## src/rtl/insight_hart_sink_arb.sv

```systemverilog
// insight_hart_sink_arb: per-hart FIFOs merged round-robin onto one registered,
// hart-tagged output stream; lossless backpressure or drop-and-count when full.
// Ports: clock, reset_n (async, active low); in_valid/in_ready/in_data per hart
// (hart i at in_data[i*DATA_W +: DATA_W]); out_valid/out_ready/out_data/out_hart
// merged stream; drop_cnt saturating drop total, drop_clr synchronous clear.
module insight_hart_sink_arb #(
    parameter int NUM_HARTS    = 4,
    parameter int DATA_W       = 8,
    parameter int FIFO_DEPTH   = 4,
    parameter int DROP_ON_FULL = 0,
    parameter int CNT_W        = 16,
    localparam int HW = (NUM_HARTS > 1) ? $clog2(NUM_HARTS) : 1
) (
    input  logic                        clock,
    input  logic                        reset_n,
    input  logic [NUM_HARTS-1:0]        in_valid,
    output logic [NUM_HARTS-1:0]        in_ready,
    input  logic [NUM_HARTS*DATA_W-1:0] in_data,
    output logic                        out_valid,
    input  logic                        out_ready,
    output logic [DATA_W-1:0]           out_data,
    output logic [HW-1:0]               out_hart,
    output logic [CNT_W-1:0]            drop_cnt,
    input  logic                        drop_clr
);

    localparam int PW = $clog2(FIFO_DEPTH);
    localparam int SW = CNT_W + 6;
    localparam logic [PW:0] PTR_ONE = (PW+1)'(1);

    logic [DATA_W-1:0]    mem [NUM_HARTS][FIFO_DEPTH];
    logic [PW:0]          wr_ptr [NUM_HARTS];
    logic [PW:0]          rd_ptr [NUM_HARTS];
    logic [NUM_HARTS-1:0] empty;
    logic [NUM_HARTS-1:0] full;
    logic [NUM_HARTS-1:0] push;
    logic [NUM_HARTS-1:0] drop;
    logic [NUM_HARTS-1:0] pop;
    logic [HW-1:0]        ptr;
    logic [HW-1:0]        gnt;
    logic [HW-1:0]        hi_g;
    logic [HW-1:0]        lo_g;
    logic                 hi_ok;
    logic                 lo_ok;
    logic                 load;
    logic [DATA_W-1:0]    head;
    logic [4:0]           ndrop;
    logic [SW-1:0]        cnt_sum;

    // Full when the pointers differ only in the wrap bit.
    always_comb begin
        empty = '0;
        full  = '0;
        for (int i = 0; i < NUM_HARTS; i++) begin
            empty[i] = (wr_ptr[i] == rd_ptr[i]);
            full[i]  = (wr_ptr[i][PW] != rd_ptr[i][PW]) &&
                       (wr_ptr[i][PW-1:0] == rd_ptr[i][PW-1:0]);
        end
    end

    assign in_ready = (DROP_ON_FULL != 0) ? {NUM_HARTS{1'b1}} : ~full;
    assign push     = in_valid & ~full;
    assign drop     = (DROP_ON_FULL != 0) ? (in_valid & full) : '0;

    // Round robin: lowest non-empty index >= ptr wins, else lowest overall.
    always_comb begin
        hi_g  = '0;
        lo_g  = '0;
        hi_ok = 1'b0;
        lo_ok = 1'b0;
        for (int i = NUM_HARTS - 1; i >= 0; i--) begin
            if (!empty[i]) begin
                lo_g  = HW'(i);
                lo_ok = 1'b1;
                if (HW'(i) >= ptr) begin
                    hi_g  = HW'(i);
                    hi_ok = 1'b1;
                end
            end
        end
    end

    assign gnt  = hi_ok ? hi_g : lo_g;
    assign load = (!out_valid || out_ready) && lo_ok;

    always_comb begin
        pop  = '0;
        head = '0;
        for (int i = 0; i < NUM_HARTS; i++) begin
            if (gnt == HW'(i)) begin
                pop[i] = load;
                head   = mem[i][rd_ptr[i][PW-1:0]];
            end
        end
    end

    always_comb begin
        ndrop = '0;
        for (int i = 0; i < NUM_HARTS; i++) begin
            ndrop = ndrop + 5'(drop[i]);
        end
        cnt_sum = SW'(drop_cnt) + SW'(ndrop);
    end

    always_ff @(posedge clock) begin
        for (int i = 0; i < NUM_HARTS; i++) begin
            if (push[i]) begin
                mem[i][wr_ptr[i][PW-1:0]] <= in_data[i*DATA_W +: DATA_W];
            end
        end
    end

    always_ff @(posedge clock or negedge reset_n) begin
        if (!reset_n) begin
            for (int i = 0; i < NUM_HARTS; i++) begin
                wr_ptr[i] <= '0;
                rd_ptr[i] <= '0;
            end
        end else begin
            for (int i = 0; i < NUM_HARTS; i++) begin
                if (push[i]) wr_ptr[i] <= wr_ptr[i] + PTR_ONE;
                if (pop[i])  rd_ptr[i] <= rd_ptr[i] + PTR_ONE;
            end
        end
    end

    always_ff @(posedge clock or negedge reset_n) begin
        if (!reset_n) begin
            out_valid <= 1'b0;
            out_data  <= '0;
            out_hart  <= '0;
            ptr       <= '0;
            drop_cnt  <= '0;
        end else begin
            if (load) begin
                out_valid <= 1'b1;
                out_data  <= head;
                out_hart  <= gnt;
                ptr       <= (gnt == HW'(NUM_HARTS - 1)) ? '0 : gnt + HW'(1);
            end else if (out_ready) begin
                out_valid <= 1'b0;
            end
            if (drop_clr) begin
                drop_cnt <= '0;
            end else if (cnt_sum > {6'b0, {CNT_W{1'b1}}}) begin
                drop_cnt <= '1;
            end else begin
                drop_cnt <= cnt_sum[CNT_W-1:0];
            end
        end
    end

endmodule

```

## config.mk

```make
export PLATFORM = sky130hd
export DESIGN_NAME = insight_hart_sink_arb
export DESIGN_NICKNAME = d
export VERILOG_FILES = /design/src/rtl/insight_hart_sink_arb.sv
export SDC_FILE = /design/constraint.sdc
export NUM_CORES = 1
export LEC_CHECK = 0
export BUFFER_PORTS_ARGS = -buffer_cell sky130_fd_sc_hd__buf_2
export CAP_MARGIN = 10
export CORE_ASPECT_RATIO = 1.2
export CORE_UTILIZATION = 45
export DETAILED_ROUTE_END_ITERATION = 8
export GPL_TIMING_DRIVEN = 1
export PLACE_DENSITY = 0.69
export SYNTH_ARGS = -nofsm -noshare
export SYNTH_HDL_FRONTEND = slang
export SYNTH_SLANG_ARGS = --single-unit
```

## constraint.sdc

```tcl
create_clock -name clock -period 3.2 [get_ports clock]
set_input_delay 0.48 -clock clock [delete_from_list [all_inputs] [get_ports clock]]
set_output_delay 0.48 -clock clock [all_outputs]
set_load 0.1 [all_outputs]
```

Yosys cells after proc, flatten, opt, wreduce, memory -nomap -nowiden
Memory sizes are Yosys's and may differ from the RTL's.
Cells that the tools add are included.
Word-level totals
  register bits: 53
  RAM bits: 128
  bits of input ports: 40
  output and inout bits: 31
  logic and storage cells: 145
  memories: 1
Operators by class
  $add $sub $neg: 9
  magnitude comparators: 17
  equal/unequal tests: 15
  multiplexer cells: 66
  bitwise logic cells: 10
  reduce and logical (&&, ||, !) cells: 14
Memory list
  mem: words 4, width 32, read ports 4, clocked after memory_dff 0, wr ports 4, RTL line 31  | logic [DATA_W-1:0] mem [NUM_HARTS][FIFO_DEPTH];
Operators with widths (number)
  32-bit two-way mux: 4
  8-bit two-way mux: 16
  8-bit binary-select mux with 2-bit select: 4
  8-bit demux with 2-bit select: 4
  16-bit two-way mux: 2
  2-bit two-way mux: 14
  3-bit by 1-bit adder with 3-bit output, second input constant: 8
  3-bit >= comparator, second input constant: 8
  2-bit NOT with 3-bit output: 8
  1-bit two-way mux: 22
  16-bit > comparator, second input constant: 1
  3-bit equality test: 4
  3-bit by 1-bit < comparator with 1-bit output, second input constant: 4
  1-bit logical AND: 9
  2-bit equality test: 4
  4-bit bitwise AND: 1
  2-bit equality test, second input constant: 2
  1-bit by 2-bit >= comparator with 1-bit output, first input constant: 2
  2-bit >= comparator, first input constant: 2
  1-bit != test: 4
  4-bit NOT: 1
  2-bit nonzero test: 2
  2-bit by 1-bit adder with 2-bit output, second input constant: 1
  2-bit by 1-bit equality test with 1-bit output, second input constant: 1
  3 further kinds: 3

Logic depth before layout (Yosys ltp)
Gate-level depths: netlist of the first run.
  depth in word-level cells: 15
  gate-level depth with buffers: 13
  gate-level depth less buffers: 11

Least setup slack after synthesis of the first run
OpenSTA, ideal clock, no wires.
  path kind: reg2reg
  from: register rd_ptr[4] (netlist name)
  to: register out_data[7]
  setup time: 0.083 ns
  arrival: 2.527 ns
  required time: 3.117 ns
  setup slack: 0.590 ns
  stages on the path, launching flop included: 13
  buffers on the path: 2
  period minus slack after synthesis: 2.610 ns
  cell sequence: dfrtp_1 > buf_2 > xnor2_1 > and3_1 > a211oi_1 > o32ai_1 > ha_1 > nor2b_1 > clkbuf_1 > a22oi_1 > o21ai_0 > o21ai_0 > o21ai_0
Between the ends
  cells in the longest elaborated chain, start to end: 12
  elaborated cells on any way between the ends: 31
  classes of those cells: 4 x eq/ne; 24 x mux; 1 x bitwise; 2 x reduce/logical
RTL lines
  start, declared: RTL line 33  | logic [PW:0] rd_ptr [NUM_HARTS];
  start signal, assigned by index: RTL line 122  | if (pop[i]) rd_ptr[i] <= rd_ptr[i] + PTR_ONE;
  3-bit equality test: RTL line 55  | empty[i] = (wr_ptr[i] == rd_ptr[i]);
  2-bit two-way mux / 1-bit two-way mux (equally long branches): RTL line 72  | if (!empty[i]) begin
  2-bit two-way mux / 1-bit two-way mux (equally long branches): RTL line 75  | if (HW'(i) >= ptr) begin
  2-bit two-way mux / 1-bit two-way mux (equally long branches): RTL line 72
  2-bit two-way mux / 1-bit two-way mux (equally long branches): RTL line 75
  2-bit two-way mux / 1-bit two-way mux (equally long branches): RTL line 72
  2-bit two-way mux: RTL line 83  | assign gnt = hi_ok ? hi_g : lo_g;
  2-bit zero test: RTL line 90  | if (gnt == HW'(i)) begin
  8-bit two-way mux (4 in a row): RTL line 90
  end signal, assigned: RTL line 130  | out_data <= '0;
  end signal, assigned: RTL line 137  | out_data <= head;
  end, declared: RTL line 21  | output logic [DATA_W-1:0] out_data,
Parallel ways exist; a longest one is shown, timed or not. The select of a mux whose other input is x is not followed.
A chain may end at the register's enable or synchronous reset.

Final worst setup path of the first run
  from: register wr_ptr[1] (netlist name)
  to: register out_data[5]
Between the ends
  cells in the longest elaborated chain, start to end: 14
  elaborated cells on any way between the ends: 33
  classes of those cells: 4 x eq/ne; 27 x mux; 2 x reduce/logical
RTL lines
  start, declared: RTL line 32  | logic [PW:0] wr_ptr [NUM_HARTS];
  start signal, assigned by index: RTL line 121  | if (push[i]) wr_ptr[i] <= wr_ptr[i] + PTR_ONE;
  3-bit equality test *: RTL line 55
  2-bit two-way mux / 1-bit two-way mux (equally long branches): RTL line 72
  2-bit two-way mux / 1-bit two-way mux (equally long branches): RTL line 75
  2-bit two-way mux / 1-bit two-way mux (equally long branches): RTL line 72
  2-bit two-way mux / 1-bit two-way mux (equally long branches): RTL line 75
  2-bit two-way mux / 1-bit two-way mux (equally long branches): RTL line 72
  2-bit two-way mux / 1-bit two-way mux (equally long branches): RTL line 75
  2-bit two-way mux / 1-bit two-way mux (equally long branches): RTL line 72
  2-bit two-way mux *: RTL line 83
  via gnt[0]: RTL line 40  | logic [HW-1:0] gnt;
  2-bit zero test: RTL line 90
  8-bit two-way mux (3 in a row): RTL line 90
  8-bit two-way mux *: RTL line 90
Mark *: on every way through the listed nets, which the timed path passes. The rest lies on a longest branch.

==> results of run 1 <==
-- Yosys cell counts (all sizes together), types with 8 or more instances --
| cell | number |
|---|---|
| buf | 27 |
| and3 | 18 |
| a22oi | 8 |
| nand3 | 8 |
| a21oi | 9 |
| nand2 | 21 |
| edfxtp | 128 |
| ha | 24 |
| xnor2 | 22 |
| dfrtp | 38 |
| o21ai | 31 |
| mux4 | 32 |
| inv | 13 |
-- cells in the final DEF, fill, tap and decap left out, types with 2 or more instances in the layout --
master      count
clkbuf_16      17
and3_1         18
clkinvlp_4      2
nand3_1         7
nand3b_1        3
nand2_4         4
mux4_1          2
inv_8           2
buf_4          11
xnor2_1        19
inv_6           8
xor2_1          6
o221a_2         2
a22oi_1         8
dfrtp_1        38
buf_2          70
xnor2_2         3
nand2_1        17
inv_1          13
mux2_4          4
a21oi_1         9
edfxtp_1      128
ha_1           24
o21ai_0        30
mux4_2         30
and2_1          4
-- state kept, by name (all words and copies together) (netlist names) --
name / count
mem: 128
wr_ptr: 12
out_valid: 1
out_data: 8
rd_ptr: 12
ptr: 2
out_hart: 2
drop_cnt: 1
-- stage by stage --
step / power, mW / worst slack (ns) / util (%) / cell area (um^2) / hold WS (ns)
floorplan: 6.28 / 0.590 / - / 7130 / 0.184
global placement: 7.11 / 0.354 / 48.9 / 7590 / 0.475
detailed placement: 7.22 / 0.228 / 48.9 / 7590 / 0.483
CTS: 9.24 / 0.198 / 52.7 / 8180 / 0.181
global route: 9.72 / 0.0240 / 52.8 / 8190 / 0.207
finish: 9.18 / 0.304 / 52.8 / 8190 / 0.160
-- worst max-delay path, stage by stage (launching register included) --
cell      delay [ns]
dfrtp_1         0.43
xnor2_1         0.22
nand3b_1        0.25
o221a_2         0.35
o21a_1          0.24
inv_1           0.12
ha_1            0.25
nor2b_2         0.36
a22oi_1         0.12
o21ai_0         0.19
o21ai_0         0.11
o21ai_0         0.16
-- power by group --
group / switching, mW / total, mW / internal [mW]
Combinational: 2.50 / 3.91 / 1.42
Clock: 0.897 / 2.00 / 1.11
Sequential: 0.283 / 3.26 / 2.98
Total: 3.68 / 9.18 / 5.50
-- cell type report --
type / count / share of cell area [%]
sequential: 166 / 58.6
tap: 208 / 3.18
clock buffer: 17 / 5.20
clock inverter: 15 / 1.94
timing repair buffer: 81 / 5.29
multi-input combinational: 205 / 25.2
inverter: 13 / 0.596
-- logic make-up (layout without fill, tap and decap cells) --
kind of cell,Yosys count,after routing,synth area share (%)
flip-flops,166,166,67.2
multiplexers,36,36,11.1
adder cells (fa/ha/maj),24,24,4.21
AND/OR/NAND/NOR,61,61,5.04
AO/OA/AOI/OAI,56,56,4.79
buffers and inverters,44,126,3.91
XOR/XNOR,28,28,3.76
-- worst max path at each step --
stage	slack (ns)	cells after the start	to	startpoint
6_report	0.30	11	out_data[5]	wr_ptr[1]
5_1_grt	0.02	11	out_data[2]	wr_ptr[1]
3_5_place_dp	0.23	11	out_data[3]	wr_ptr[1]
3_3_place_gp	0.35	11	out_data[3]	rd_ptr[2]
2_1_floorplan	0.59	12	out_data[7]	rd_ptr[4]
4_1_cts	0.20	10	out_data[5]	wr_ptr[3]
-- metal layers --
layer | global-route usage [%] | wire length (um) | up-vias
li1 | - | - | 1717
met1 | 21.8 | 5380 | 1873
met2 | 29.0 | 6860 | 60
met3 | 4.28 | 414 | 18
met4 | 7.79 | 353 | 0
met5 | 0 | 0 | -
==> out/metrics.csv, run 1 <==
stage;metric;value;unit
synthesis;netlist-cell-type-count;38;
sta;tightest_slew;0.865;ns
die;rows;50;
clock_network;root_buffer;clkbuf_16;
synthesis;synthFlopType;edfxtp_1;
clock_network;clk_latency;0.42;ns
sta;slew_headroom;42.3;%
worst_setup_path;critical_path_class;flop to flop;
sta;drv_slew;0;
die;dieWidth;117;um
worst_setup_path;endpoint_kind;flop;
place;port_buffers;70;
clock_network;clk_path_buf_depth;2;
worst_setup_path;cp_max_fo;8;
sta;period_share;90.5;%
synthesis;synth_edf_count;128;
sta;finalSetupTns;0;ns
die;initial_core_util;46.0;%
worst_setup_path;arrival;3.23;ns
worst_setup_path;r2r-start;wr_ptr[1];
global_routing;antenna_found_initial;0;
place;dp.cells;673;
worst_setup_path;reg2reg_slack;0.30;ns
global_routing;grt_pass1_wl;21.0;mm
die;core;15500;um^2
synthesis;syn_inst;415;
worst_setup_path;rr_worst_depth;11;
place;gp_congestion;0.782;
synthesis;synth.cell_area;7130;um^2
cells_and_area;fillers;1284;
synthesis;ys_ff_latch;166;
power;pwr_density_cell;1120;nW/um^2
synthesis;synth.largest_area_cell;edfxtp_1;
routing;drtIter0Drc;174;
cells_and_area;syn2layout_area_growth;14.8;%
status;status;finished, final reports clean;
sta;skew;0.0127;ns
synthesis;yosys-top-cells-area;edfxtp_1 (54%), dfrtp_1 (13%), mux4_2 (9.5%);
synthesis;synth_nets;479;
clock_network;ctsHoldBuffers;0;
clock_network;cts_inserted_buffers;17;
cells_and_area;n_antenna_cell;0;
synthesis;async_flop_share;22.9;%
synthesis;ys_seq_area_share;67.2;%
min_path;holdCritPathClass;primary input to asynchronous set/reset pin;
routing;antenna_left;0;
clock_network;cts.clk_slew.worst_paths;0.07;ns
die;die_h;140;um
worst_setup_path;start_kind;flop;
sta;setup_viol;0;
power;p_leak;3.15;nW
power;vdd_drop_max;0.592;mV
routing;vias_per_cell;5.20;
sta;rsz0062_at_grt;no;
worst_setup_path;cp.required;3.54;ns
synthesis;netlist.area_leader.share;53.9;%
routing;wl;13.0;mm
global_routing;track_usage;17.6;%
flow_run;drv_cap;0;
clock_network;postCtsSetupRepairBufs;0;
worst_setup_path;r2r_end;out_data[5];
sta;finalHoldViolations;0;
place;dpl.hpwl;9.39;mm
cells_and_area;multiInputGateArea;2070;um^2
routing;firstDrtPassIters;4;
clock_network;cts_tree;yes;
global_routing;grt_max_degree;39;
synthesis;yosysWarnings;0;
routing;wl_per_cell;18.5;um
cells_and_area;regArea;4790;um^2
clock_network;ctsResizeCount;0;
cells_and_area;finalNonFillerCells;705;
sta;fmax;345;MHz
synthesis;syn_avg_cell_area;17.2;um^2
die;ios;71;
clock_network;cts.sinks;166;
routing;vias;3668;
clock_network;htree_levels;4;
die;die-area;16400;um^2
routing;drc;0;
global_routing;grt_pass1_vias;3761;
global_routing;grt.overflow.total;0;
cells_and_area;final_layout_size_suffix_gt1_share;32.6;%
sta;post-route-min-period;2.90;ns
cells_and_area;fin_nets;548;
Note: power is estimated with default switching activity, not from simulation.
==> run 2: changes to the inputs <==
--- a/config.mk
+++ b/config.mk
@@ -7,11 +7,13 @@
 export LEC_CHECK = 0
 export BUFFER_PORTS_ARGS = -buffer_cell sky130_fd_sc_hd__buf_2
 export CAP_MARGIN = 10
-export CORE_ASPECT_RATIO = 1.2
-export CORE_UTILIZATION = 45
+export CELL_PAD_IN_SITES_DETAIL_PLACEMENT = 0
+export CELL_PAD_IN_SITES_GLOBAL_PLACEMENT = 2
+export CORE_UTILIZATION = 44
+export CTS_CLUSTER_DIAMETER = 200
 export DETAILED_ROUTE_END_ITERATION = 8
 export GPL_TIMING_DRIVEN = 1
-export PLACE_DENSITY = 0.69
+export PLACE_DENSITY = 0.86
 export SYNTH_ARGS = -nofsm -noshare
 export SYNTH_HDL_FRONTEND = slang
 export SYNTH_SLANG_ARGS = --single-unit
==> run 2 against run 1 <==
Compared with the run above:
- routed wire length rose by 1.5%
- via count rose by 1.4%
- non-clock buffer count rose by 1
- highest routed layer unchanged
- largest cell class unchanged
- critical endpoint is now out_data[4]
- design area rose by 0.66%
==> out/metrics.csv, run 2 (same netlist as run 1, synthesis figures left out) <==
stage;metric;value;unit
status;status;finished, final reports clean;
sta;post-route-min-period;2.87;ns
power;vdd_drop_max;0.670;mV
routing;antenna_left;0;
power;pwr_density_cell;1130;nW/um^2
global_routing;antenna_found_initial;0;
sta;setup_viol;0;
routing;vias_per_cell;5.21;
routing;wl;13.2;mm
global_routing;grt_pass1_wl;20.7;mm
power;p_leak;3.16;nW
routing;drtIter0Drc;243;
routing;wl_per_cell;18.5;um
sta;fmax;349;MHz
die;die-area;16700;um^2
sta;slew_headroom;41.5;%
die;rows;46;
place;gp_congestion;0.790;
die;die_h;129;um
die;initial_core_util;45.1;%
sta;layout_setup_ws;0.333;ns
global_routing;track_usage;17.4;%
cells_and_area;fin_nets;549;
clock_network;clk_latency;0.43;ns
worst_setup_path;start_kind;flop;
worst_setup_path;cp_max_fo;8;
die;ios;71;
power;fin_total_pwr;9.33;mW
worst_setup_path;cp.required;3.55;ns
sta;skew;0.0103;ns
cells_and_area;n_antenna_cell;0;
global_routing;grt.overflow.total;0;
clock_network;cts.clk_slew.worst_paths;0.06;ns
cells_and_area;final_cell_mix;edfxtp_1 (128), buf_2 (70), dfrtp_1 (38);
routing;vias;3718;
sta;finalHoldViolations;0;
global_routing;grt_pass1_vias;3798;
cells_and_area;layout_commonest_cell;edfxtp_1;
clock_network;cts.sinks;166;
cells_and_area;final_layout_size_suffix_gt1_share;32.1;%
cells_and_area;regArea;4790;um^2
sta;finalSetupTns;0;ns
routing;firstDrtPassIters;4;
flow_run;drv_cap;0;
sta;tightest_slew;0.877;ns
global_routing;grt_max_degree;39;
worst_setup_path;endpoint_kind;flop;
clock_network;root_buffer;clkbuf_16;
min_path;holdCritPathClass;primary input to asynchronous set/reset pin;
sta;drv_slew;0;
cells_and_area;fillers;1283;
routing;drc;0;
die;core;15800;um^2
sta;finalHoldWorstSlack;0.171;ns
clock_network;clk_path_buf_depth;2;
clock_network;cts_inserted_buffers;17;
cells_and_area;syn2layout_area_growth;15.6;%
place;pre_cts_ws;0.208;ns
sta;rsz0062_at_grt;no;
clock_network;cts_tree;yes;
worst_setup_path;critical_path_class;flop to flop;
die;dieWidth;129;um
cells_and_area;largest_register_ffs;128;
place;dpl.hpwl;9.37;mm
place;port_buffers;70;
sta;period_share;89.6;%
clock_network;htree_levels;4;
cells_and_area;multiInputGateArea;2060;um^2
worst_setup_path;arrival;3.21;ns
## run 2: cell count changes in the layout (fill, tap and decap cells not counted), moves of 2 or more
cell       change
clkinv_4       +4
clkinv_1       +2
inv_8          -2
bufinv_16      +3
inv_6          -6
## run 2: worst paths after layout
path                             startpoint           end  slack [ns]  depth (start not counted)
worst min register to register  out_data[4]   out_data[4]        0.49                          2
worst max register to register    wr_ptr[6]   out_data[4]        0.33                         11
worst min-delay path                reset_n     wr_ptr[0]        0.17                          1
min in group clock                 drop_clr  drop_cnt[14]        0.20                          2
worst max-delay path              wr_ptr[6]   out_data[4]        0.33                         11
max in group asynchronous           reset_n  drop_cnt[14]        2.47                          1
## run 2: what timing repair did
item | CTS | global route
hold buffers | 0 | 0
setup endpoints to repair | 0 | 4
setup buffers | 0 | 0
resized for setup | 0 | 1
## run 2: metal layers
metal / wire length, um / track usage (%)
met1: 5640 / 21.6
met2: 6670 / 29.3
met3: 632 / 4.05
met4: 266 / 7.89
met5: 0 / 0
## run 2: critical path, stage by stage (launching register included)
cell	delay (ns)
dfrtp_1	0.43
xnor2_1	0.26
nand3b_2	0.21
o221a_2	0.30
o21a_1	0.22
inv_1	0.11
ha_1	0.23
nor2b_2	0.32
a22oi_1	0.15
o21ai_0	0.25
o21ai_0	0.14
o21ai_0	0.17
## run 2: cell type report
cell class | instances | area share, %
clock inverters | 15 | 2.46
inverters | 13 | 0.592
multi-input cells | 205 | 25.0
well taps | 216 | 3.28
clock buffers | 17 | 5.16
flip-flops and latches | 166 | 58.2
repair buffers | 82 | 5.34
## run 2: where the power goes
group          total, mW  internal (mW)  switching, mW
logic               3.92           1.42           2.50
clock network       2.13           1.31          0.824
registers           3.27           2.98          0.291
## run 2: metrics by stage
stage | util (%) | std cells | instance area [um^2]
CTS | 52.1 | 714 | 8240
finish | 52.1 | 714 | 8240
global route | 52.1 | 714 | 8240
global placement | 48.1 | 682 | 7610
detailed placement | 48.1 | 682 | 7610
floorplan | - | 415 | 7130
